**config.mk**
```make
export PLATFORM = sky130hd
export DESIGN_NAME = port_tx_responder
export DESIGN_NICKNAME = d
export VERILOG_FILES = /design/src/rtl/port_tx_pkg.sv /design/src/rtl/port_tx_fifo.sv /design/src/rtl/port_tx_responder.sv
export SDC_FILE = /design/constraint.sdc
export NUM_CORES = 1
export LEC_CHECK = 0
export CORE_MARGIN = 4
export CORE_UTILIZATION = 30
export DETAILED_ROUTE_END_ITERATION = 10
export PLACE_DENSITY = 0.53
export SYNTH_ARGS = -nofsm -noshare
export SYNTH_HDL_FRONTEND = slang
export SYNTH_SLANG_ARGS = --single-unit
```
**constraint.sdc**
```tcl
create_clock -name clk -period 3.2 [get_ports clk]
set_input_delay 0.32 -clock clk [delete_from_list [all_inputs] [get_ports clk]]
set_output_delay 0.32 -clock clk [all_outputs]
set_load 0.005 [all_outputs]
```
**src/rtl/port_tx_pkg.sv**
```systemverilog
// Shared definitions for the port_tx_responder serial output peripheral:
// FSM state encoding, default geometry and the idle line level.
package port_tx_pkg;

    localparam int DEF_DATA_SIZE    = 8;
    localparam int DEF_CLKS_PER_BIT = 16;
    localparam int DEF_FIFO_DEPTH   = 4;

    localparam logic TX_IDLE = 1'b1;

    typedef logic [2:0] state_t;

    localparam state_t ST_IDLE   = 3'd0;
    localparam state_t ST_START  = 3'd1;
    localparam state_t ST_DATA   = 3'd2;
    localparam state_t ST_STOP   = 3'd3;
    localparam state_t ST_PARITY = 3'd4;

endpackage

```
**src/rtl/port_tx_fifo.sv**
```systemverilog
// Small synchronous FIFO with first-word-fall-through output; a push is
// accepted when full only if a pop happens on the same edge.
module port_tx_fifo
    import port_tx_pkg::*;
#(
    parameter int DATA_SIZE  = DEF_DATA_SIZE,
    parameter int FIFO_DEPTH = DEF_FIFO_DEPTH
) (
    input  logic                          clk,
    input  logic                          rst,
    input  logic                          push_i,
    input  logic                          pop_i,
    input  logic [DATA_SIZE-1:0]          data_i,
    output logic [DATA_SIZE-1:0]          data_o,
    output logic                          full_o,
    output logic                          empty_o,
    output logic [$clog2(FIFO_DEPTH):0]   count_o
);

    localparam int AW = $clog2(FIFO_DEPTH);
    localparam logic [AW:0] DEPTH_C = (AW+1)'(FIFO_DEPTH);

    logic [DATA_SIZE-1:0] mem_q [FIFO_DEPTH];
    logic [AW-1:0]        wr_ptr_q, wr_ptr_d;
    logic [AW-1:0]        rd_ptr_q, rd_ptr_d;
    logic [AW:0]          count_q, count_d;
    logic                 do_push, do_pop;

    assign full_o  = (count_q == DEPTH_C);
    assign empty_o = (count_q == '0);
    assign count_o = count_q;
    assign data_o  = mem_q[rd_ptr_q];

    assign do_pop  = pop_i & ~empty_o;
    assign do_push = push_i & (~full_o | do_pop);

    always_comb begin
        wr_ptr_d = wr_ptr_q;
        rd_ptr_d = rd_ptr_q;
        count_d  = count_q;
        if (do_push) wr_ptr_d = wr_ptr_q + AW'(1);
        if (do_pop)  rd_ptr_d = rd_ptr_q + AW'(1);
        case ({do_push, do_pop})
            2'b10:   count_d = count_q + (AW+1)'(1);
            2'b01:   count_d = count_q - (AW+1)'(1);
            default: count_d = count_q;
        endcase
    end

    always_ff @(posedge clk) begin
        if (rst) begin
            wr_ptr_q <= '0;
            rd_ptr_q <= '0;
            count_q  <= '0;
        end else begin
            wr_ptr_q <= wr_ptr_d;
            rd_ptr_q <= rd_ptr_d;
            count_q  <= count_d;
        end
    end

    // Storage is not reset; validity is tracked by count_q alone.
    always_ff @(posedge clk) begin
        if (do_push) mem_q[wr_ptr_q] <= data_i;
    end

endmodule

```
**src/rtl/port_tx_responder.sv**
```systemverilog
// Port-write responder: queues R0 bytes and sends them as 8N1 UART frames.
// Define PORT_TX_PARITY_EN to insert an even-parity bit before the stop bit.
module port_tx_responder
    import port_tx_pkg::*;
#(
    parameter int DATA_SIZE    = DEF_DATA_SIZE,
    parameter int CLKS_PER_BIT = DEF_CLKS_PER_BIT,
    parameter int FIFO_DEPTH   = DEF_FIFO_DEPTH
) (
    input  logic                 clk,
    input  logic                 rst,
    input  logic                 sel_port,
    input  logic [DATA_SIZE-1:0] port_data,
    output logic                 tx,
    output logic                 busy,
    output logic                 full,
    output logic                 overflow
);

    localparam int BW = (CLKS_PER_BIT > 1) ? $clog2(CLKS_PER_BIT) : 1;
    localparam int IW = (DATA_SIZE > 1) ? $clog2(DATA_SIZE) : 1;
    localparam logic [BW-1:0] BAUD_RELOAD = BW'(CLKS_PER_BIT - 1);
    localparam logic [IW-1:0] LAST_BIT    = IW'(DATA_SIZE - 1);
`ifdef PORT_TX_PARITY_EN
    localparam state_t AFTER_DATA = ST_PARITY;
`else
    localparam state_t AFTER_DATA = ST_STOP;
`endif

    state_t                      state_q, state_d;
    logic [BW-1:0]               baud_q, baud_d;
    logic [IW-1:0]               bit_q, bit_d;
    logic [DATA_SIZE-1:0]        shift_q, shift_d;
    logic                        tx_q, tx_d;
    logic                        ovf_q, ovf_d;
    logic                        par_q, par_d;
    logic                        pop, baud_done;
    logic                        fifo_full, fifo_empty;
    logic [DATA_SIZE-1:0]        head;
    logic [$clog2(FIFO_DEPTH):0] count;

    port_tx_fifo #(
        .DATA_SIZE  (DATA_SIZE),
        .FIFO_DEPTH (FIFO_DEPTH)
    ) u_fifo (
        .clk     (clk),
        .rst     (rst),
        .push_i  (sel_port),
        .pop_i   (pop),
        .data_i  (port_data),
        .data_o  (head),
        .full_o  (fifo_full),
        .empty_o (fifo_empty),
        .count_o (count)
    );

    assign pop       = (state_q == ST_IDLE) & ~fifo_empty;
    assign baud_done = (baud_q == '0);
    assign ovf_d     = ovf_q | (sel_port & fifo_full & ~pop);

    always_comb begin
        state_d = state_q;
        baud_d  = baud_q;
        bit_d   = bit_q;
        shift_d = shift_q;
        par_d   = par_q;
        case (state_q)
            ST_IDLE: begin
                if (!fifo_empty) begin
                    shift_d = head;
                    par_d   = ^head;
                    baud_d  = BAUD_RELOAD;
                    state_d = ST_START;
                end
            end
            ST_START: begin
                if (baud_done) begin
                    baud_d  = BAUD_RELOAD;
                    bit_d   = '0;
                    state_d = ST_DATA;
                end else begin
                    baud_d = baud_q - BW'(1);
                end
            end
            ST_DATA: begin
                if (baud_done) begin
                    baud_d  = BAUD_RELOAD;
                    shift_d = shift_q >> 1;
                    if (bit_q == LAST_BIT) state_d = AFTER_DATA;
                    else                   bit_d   = bit_q + IW'(1);
                end else begin
                    baud_d = baud_q - BW'(1);
                end
            end
`ifdef PORT_TX_PARITY_EN
            ST_PARITY: begin
                if (baud_done) begin
                    baud_d  = BAUD_RELOAD;
                    state_d = ST_STOP;
                end else begin
                    baud_d = baud_q - BW'(1);
                end
            end
`endif
            ST_STOP: begin
                if (baud_done) state_d = ST_IDLE;
                else           baud_d  = baud_q - BW'(1);
            end
            default: state_d = ST_IDLE;
        endcase
    end

    // The line level follows the current state, so tx trails the FSM by one edge.
    always_comb begin
        tx_d = TX_IDLE;
        case (state_q)
            ST_START:  tx_d = 1'b0;
            ST_DATA:   tx_d = shift_q[0];
`ifdef PORT_TX_PARITY_EN
            ST_PARITY: tx_d = par_q;
`endif
            default:   tx_d = TX_IDLE;
        endcase
    end

    always_ff @(posedge clk) begin
        if (rst) begin
            state_q <= ST_IDLE;
            baud_q  <= '0;
            bit_q   <= '0;
            tx_q    <= TX_IDLE;
            ovf_q   <= 1'b0;
        end else begin
            state_q <= state_d;
            baud_q  <= baud_d;
            bit_q   <= bit_d;
            tx_q    <= tx_d;
            ovf_q   <= ovf_d;
        end
    end

    always_ff @(posedge clk) begin
        shift_q <= shift_d;
        par_q   <= par_d;
    end

    assign tx       = tx_q;
    assign overflow = ovf_q;
    assign full     = fifo_full;
    assign busy     = (state_q != ST_IDLE) | (count != '0);

endmodule

```
==> impl_metrics.py <==
metrics = {
    "sta": {
        "clock_skew_ns": 0.01410,
        "min_period_ns": 2.581,
        "fmax_ghz": 0.3875,
        "setup_viol": 0,
        "report.final.slew_viol_count": 0,
        "fin_crit_sh_pct": 80.65,
        "tightest_slew_ns": 0.7817,
        "slew_headroom_pct": 47.72,
        "rsz0062_at_grt": "no",
        "hold_viol_final": 0,
        "finalSetupTns_ns": 0,
    },
    "detailed_routing": {
        "highest_layer": "met4",
        "dr.pass1.iters": 4,
        "met3_length_um": 131,
        "drt-total-wl_mm": 4.508,
        "wire_per_inst_um": 13.79,
        "ant_nets": 0,
        "wl_met2_mm": 2.149,
        "drtIter0Drc": 43,
        "drcViolationCount": 0,
        "avgViaCountPerCell": 4.780,
        "vias": 1563,
        "drt-met1-wl_mm": 2.133,
    },
    "worst_setup_path": {
        "cp-end-kind": "register",
        "crit_arrival_ns": 2.76,
        "critPathRequiredTime_ns": 3.37,
        "reg2reg_depth": 8,
        "path_class": "reg2reg",
        "critPathLaunchType": "register",
        "crit_fanout": 13,
    },
    "logic_synthesis": {
        "netlist_top_cells_area": "edfxtp_1, dfxtp_1, mux4_2, ha_1, mux2_2",
        "synth_nets": 222,
        "synthXorXnorAreaFrac_pct": 1.595,
        "synth_mux_area_share_pct": 10.53,
        "synth_edf_count": 40,
        "synth_top_area_share_pct": 43.76,
        "synth_top_family_by_area": "simple AND/OR/NAND/NOR gates",
        "synthAdderAreaFrac_pct": 6.199,
        "yosysMostFrequentCell": "edfxtp_1",
        "syn_area_um2": 2745,
        "synth_simple_gate_area_share_pct": 11.67,
        "synth-compound-area-share_pct": 7.566,
        "yosys.area.top_type": "edfxtp_1",
        "synth_top_flop_cell": "edfxtp_1",
        "ys_types": 50,
        "ys_top_cells_by_count": "edfxtp_1, dfxtp_1, nor2_1, ha_1",
        "ys_seq_area_share_pct": 58.34,
        "ys_warn_count": 0,
        "synthCells": 198,
        "ys_ff_latch": 60,
        "syn_area_per_cell_um2": 13.86,
        "async_flop_share_pct": 0,
    },
    "final_layout": {
        "nNetsFinal": 238,
        "drive_above_1_share_pct": 20.55,
        "n_antenna_cell": 0,
        "stdcell_count": 327,
        "fillers": 802,
        "areaGrowthSynthToFinish_pct": 15.82,
    },
    "grt": {
        "grt_pass1_vias": 1490,
        "grt_max_degree": 20,
        "grt_overflow": 0,
        "antenna_found_initial": 0,
        "grt_usage_pct": 8.875,
        "grt_pass1_wl_mm": 7.555,
    },
    "power_and_ir_drop": {
        "internal-power_mw": 1.899,
        "switching_power_mw": 0.8914,
        "p_per_area_nw_per_um2": 877.7,
        "leakage_nw": 1.112,
        "power.total_mw": 2.790,
        "power_frac_comb_pct": 31.3,
        "seqPwrFrac_pct": 41.8,
        "p_clk_share_pct": 26.9,
        "ir_worst_vdd_mv": 0.4937,
        "sw_frac_of_total_pct": 31.95,
    },
    "clock_tree": {
        "cts_tree": "done",
        "cts.sinks": 60,
        "cts_buffer_depth": 2,
        "cts_setup_buffers": 0,
        "clkLatencyLatePin_ns": 0.33,
        "path_clk_slew_ns": 0.07,
        "cts_hold_buf": 0,
        "htreeDepth": 3,
        "cts_made_buffers": 9,
        "clockRootBuffer": "clkbuf_8",
        "post_cts_resized": 0,
    },
    "worst_hold_path": {
        "hold_path.class": "reg2reg",
        "hold_depth": 1,
    },
    "job": {
        "cap_violations": 0,
    },
    "place": {
        "place.gp.congestion": 0.7107,
        "dp_hpwl_mm": 3.039,
        "port_buffers": 14,
        "placed_cells": 311,
    },
    "floorplan": {
        "start_util_pct": 31.17,
        "dieArea_um2": 10740,
        "coreArea_um2": 8806,
        "ios": 15,
        "die_h_um": 103.7,
        "num_rows": 34,
        "die_w_um": 103.7,
    },
    "status": {
        "status": "finished, final reports clean",
    },
}
-- path summary, 6_finish.rpt --
kind                                                       end  slack (ns)                    start
worst max-delay path            u_fifo.count_o[2]$_SDFFE_PP0P_        0.62  state_q[0]$_SDFFE_PP0P_
worst min-delay path                             tx$_SDFF_PP1_        0.45     shift_q[0]$_DFFE_PP_
worst max register to register  u_fifo.count_o[2]$_SDFFE_PP0P_        0.62  state_q[0]$_SDFFE_PP0P_
worst min register to register                   tx$_SDFF_PP1_        0.45     shift_q[0]$_DFFE_PP_
-- cell families after synthesis --
logic type / count (synthesis)
flops: 60
fa+ha+maj: 13
buf+inv: 21
simple gates: 52
xor+xnor: 5
compound gates: 29
mux: 18
-- registers in the layout, indices dropped and copies added, names as in the netlist, named ones only --
register / flops
baud_q: 4
bit_q: 3
overflow: 1
shift_q: 8
state_q: 2
tx: 1
u_fifo.count_o: 3
u_fifo.mem_q: 32
u_fifo.rd_ptr_q: 2
u_fifo.wr_ptr_q: 2
-- metrics by stage --
stage	cell area, µm²	hold slack, ns	setup slack (ns)	util (%)
floorplan	2745	0.4189	0.9703	-
global placement	2957	0.4476	0.6763	33.57
detailed placement	2957	0.4454	0.6178	33.57
CTS	3179	0.4551	0.5962	36.10
global route	3179	0.4616	0.4727	36.10
finish	3179	0.4491	0.6192	36.10
-- power by group through the flow --
stage	Sequential (mW)	Combinational [mW]	Clock (mW)
3_3_place_gp	1.19	0.876	0
3_5_place_dp	1.19	0.883	0
2_1_floorplan	1.11	0.766	0
5_1_grt	1.19	0.979	0.815
6_report	1.17	0.873	0.752
4_1_cts	1.17	0.886	0.772
-- metal layers --
metal  vias up  track usage, %
met3         8           2.985
met4         0           4.274
met5         -               0
met2        18           13.74
li1        771               -
met1       766           11.16
-- cell usage in the layout, fill, tap and decap left out, types with 7 or more instances in the layout --
| cell type | synthesis | final |
|---|---|---|
| ha_1 | 12 | 12 |
| inv_1 | 10 | 10 |
| dfxtp_1 | 20 | 20 |
| a21oi_1 | 10 | 10 |
| clkbuf_8 | 0 | 9 |
| mux4_2 | 8 | 8 |
| nor2_1 | 19 | 19 |
| clkdlybuf4s50_1 | 0 | 14 |
| mux2_2 | 7 | 7 |
| edfxtp_1 | 40 | 40 |
-- worst max-delay path, stage by stage, from the launching register on --
cell and delay [ns]:
dfxtp_1 0.34, inv_1 0.11, ha_1 0.45, o31ai_1 0.17, or2_2 0.31, fa_1 0.41, or3b_1 0.38, a31oi_1 0.18
a21oi_1 0.08
-- area by class of cell --
| class | count | area (µm²) | share of cell area [%] |
|---|---|---|---|
| clock buffer | 9 | 123.9 | 3.896 |
| clock inverter | 7 | 98.84 | 3.109 |
| inverter | 11 | 41.29 | 1.299 |
| multi-input combinational | 117 | 1031 | 32.43 |
| sequential | 60 | 1602 | 50.37 |
| tap | 108 | 135.1 | 4.250 |
| timing repair buffer | 15 | 147.6 | 4.644 |
Note: power is estimated with default switching activity, not from simulation.
==> edit (same flow settings) <==
The option `PORT_TX_PARITY_EN` is turned on by a define.
--- a/src/rtl/port_tx_responder.sv
+++ b/src/rtl/port_tx_responder.sv
@@ -1,5 +1,7 @@
 // Port-write responder: queues R0 bytes and sends them as 8N1 UART frames.
 // Define PORT_TX_PARITY_EN to insert an even-parity bit before the stop bit.
+`define PORT_TX_PARITY_EN
+
 module port_tx_responder
     import port_tx_pkg::*;
 #(
Function: same outputs for any inputs over 10 cycles, from zero or initial values and one cycle with rst high; that may be too few to reach the edited logic, so the function may still have changed.
==> edit against the unedited design <==
- design area down 1.2%
- synthesized area shrank 1.6%
- combinational power is 6.1% higher
- sequential cell count rose by 2
- core utilization fell by 0.078 points
- worst setup slack improved by 0.091 ns
- wire length is 0.31% lower
- count of clock-buffer cells in the layout is 1 higher
- via count decreased by 2.9%
- die area decreased by 1.5%
- sequential power grew 3%
- power grew 2.1%
- critical path type unchanged
- largest cell class unchanged
==> edit: results <==
finish:
  fillCellCount: 837
  nNetsFinal: 233
  num_antenna_cells: 0
  layout-drive-gt1-share_pct: 17.05
  largestRegisters: "u_fifo.mem_q (32), shift_q (8), baud_q (4)"
synthesis:
  synth_fa_ha_area_share_pct: 4.447
  ys_seq_area_share_pct: 61.14
  syn_inst: 194
  synth_async_sr_flop_share_pct: 0
  synth_edf_count: 41
  yosys_warnings: 0
  synthXorXnorAreaFrac_pct: 4.771
  synth_area_leaders: "edfxtp_1 46%, dfxtp_1 16%, mux4_2 6.7%"
  muxShareOfSynthArea_pct: 9.958
  synthTopCellsByCount: "41 x edfxtp_1, 21 x dfxtp_1, 21 x nor2_1, 10 x inv_1"
  ys_types: 41
  synth.largest_area_cell: "edfxtp_1"
  synth_compound_area_share_pct: 6.114
  synthesis.nets: 214
sta:
  fin_skew_ns: 0.008550
  tightestPinTransition_ns: 0.7878
  maxSlewViolCount: 0
global_routing:
  grt_usage_pct: 9.566
  grt_start_max_net_pins: 21
  grt_pass1_wl_mm: 7.521
  grt_antenna_before_repair: 0
clock_network:
  cts_buffer_depth: 2
  cts_made_buffers: 9
  post-cts-setup-buffers: 0
  root_buffer: "clkbuf_8"
  cts_resized: 0
  htree_levels: 3
  path_clk_slew_ns: 0.07
  insertion_delay_ns: 0.33
detailed_routing:
  first_pass_iters: 4
  drt_iter0_markers: 59
  wl_per_cell_um: 13.83
  drt_wl_total_mm: 4.494
  num_vias: 1517
critical_path:
  critPathMaxFanout: 7
  cp_top_family: "simple AND/OR/NAND/NOR gates"
  cp_slowest_stage_delay_ns: 0.49
  critPathArrivalTime_ns: 2.75
  critPathSlowestCell: "or3b_2"
placement:
  place_area_sq_mm: 0.002939
  portBuffers: 14
  hpwlAfterDp_mm: 3.098
  place_inst: 310
  gp_congestion: 0.7250
power_and_ir_drop:
  ir_drop_uv: 375.3
  p_leak_nw: 1.076
status:
  status: "completed"
hold_path:
  min_path_type: "flop to flop"
==> edit: worst paths after layout <==
| check | start | end | slack, ns | cells after the start |
|---|---|---|---|---|
| hold reg to reg | overflow$_SDFF_PP0_ | overflow$_SDFF_PP0_ | 0.48 | 2 |
| setup reg to reg | u_fifo.count_o[2]$_SDFFE_PP0P_ | u_fifo.count_o[2]$_SDFFE_PP0P_ | 0.71 | 9 |
| hold / removal | overflow$_SDFF_PP0_ | overflow$_SDFF_PP0_ | 0.48 | 2 |
| setup / recovery | u_fifo.count_o[2]$_SDFFE_PP0P_ | u_fifo.count_o[2]$_SDFFE_PP0P_ | 0.71 | 9 |
==> edit: per-stage QoR <==
stage	power [mW]	setup slack [ns]	util, %
3_5_place_dp	2.172	0.7110	33.70
4_1_cts	2.899	0.6968	36.03
6_report	2.849	0.7099	36.03
5_1_grt	3.065	0.5217	36.03
2_1_floorplan	1.924	0.8667	-
3_3_place_gp	2.162	0.7710	33.70
==> edit: final cells by class <==
cell class / count / area [sq um] / area share [%]
Tap cell: 108 / 135.1 / 4.301
Multi-Input combinational cell: 115 / 967.2 / 30.78
Clock inverter: 5 / 75.07 / 2.389
Timing Repair Buffer: 15 / 147.6 / 4.699
Sequential cell: 62 / 1652 / 52.57
Inverter: 10 / 37.54 / 1.195
Clock buffer: 10 / 127.6 / 4.062
==> edit: where the power goes <==
part / switching, mW / internal [mW]
Combinational: 0.464 / 0.462
Sequential: 0.131 / 1.07
Clock: 0.289 / 0.429
==> edit: layer usage <==
metal	global-route usage, %	vias to the layer above	share of wire [%]
met5	0	-	0
met4	5.677	0	2.3
met3	2.706	9	3.0
met2	14.01	25	47
met1	12.58	738	48
li1	-	745	-
==> edit: tightest hold or removal path, cell delays in order (launching register included) <==
cell and delay (ns):
dfxtp_1 0.33, a21oi_1 0.04, nor2_1 0.08
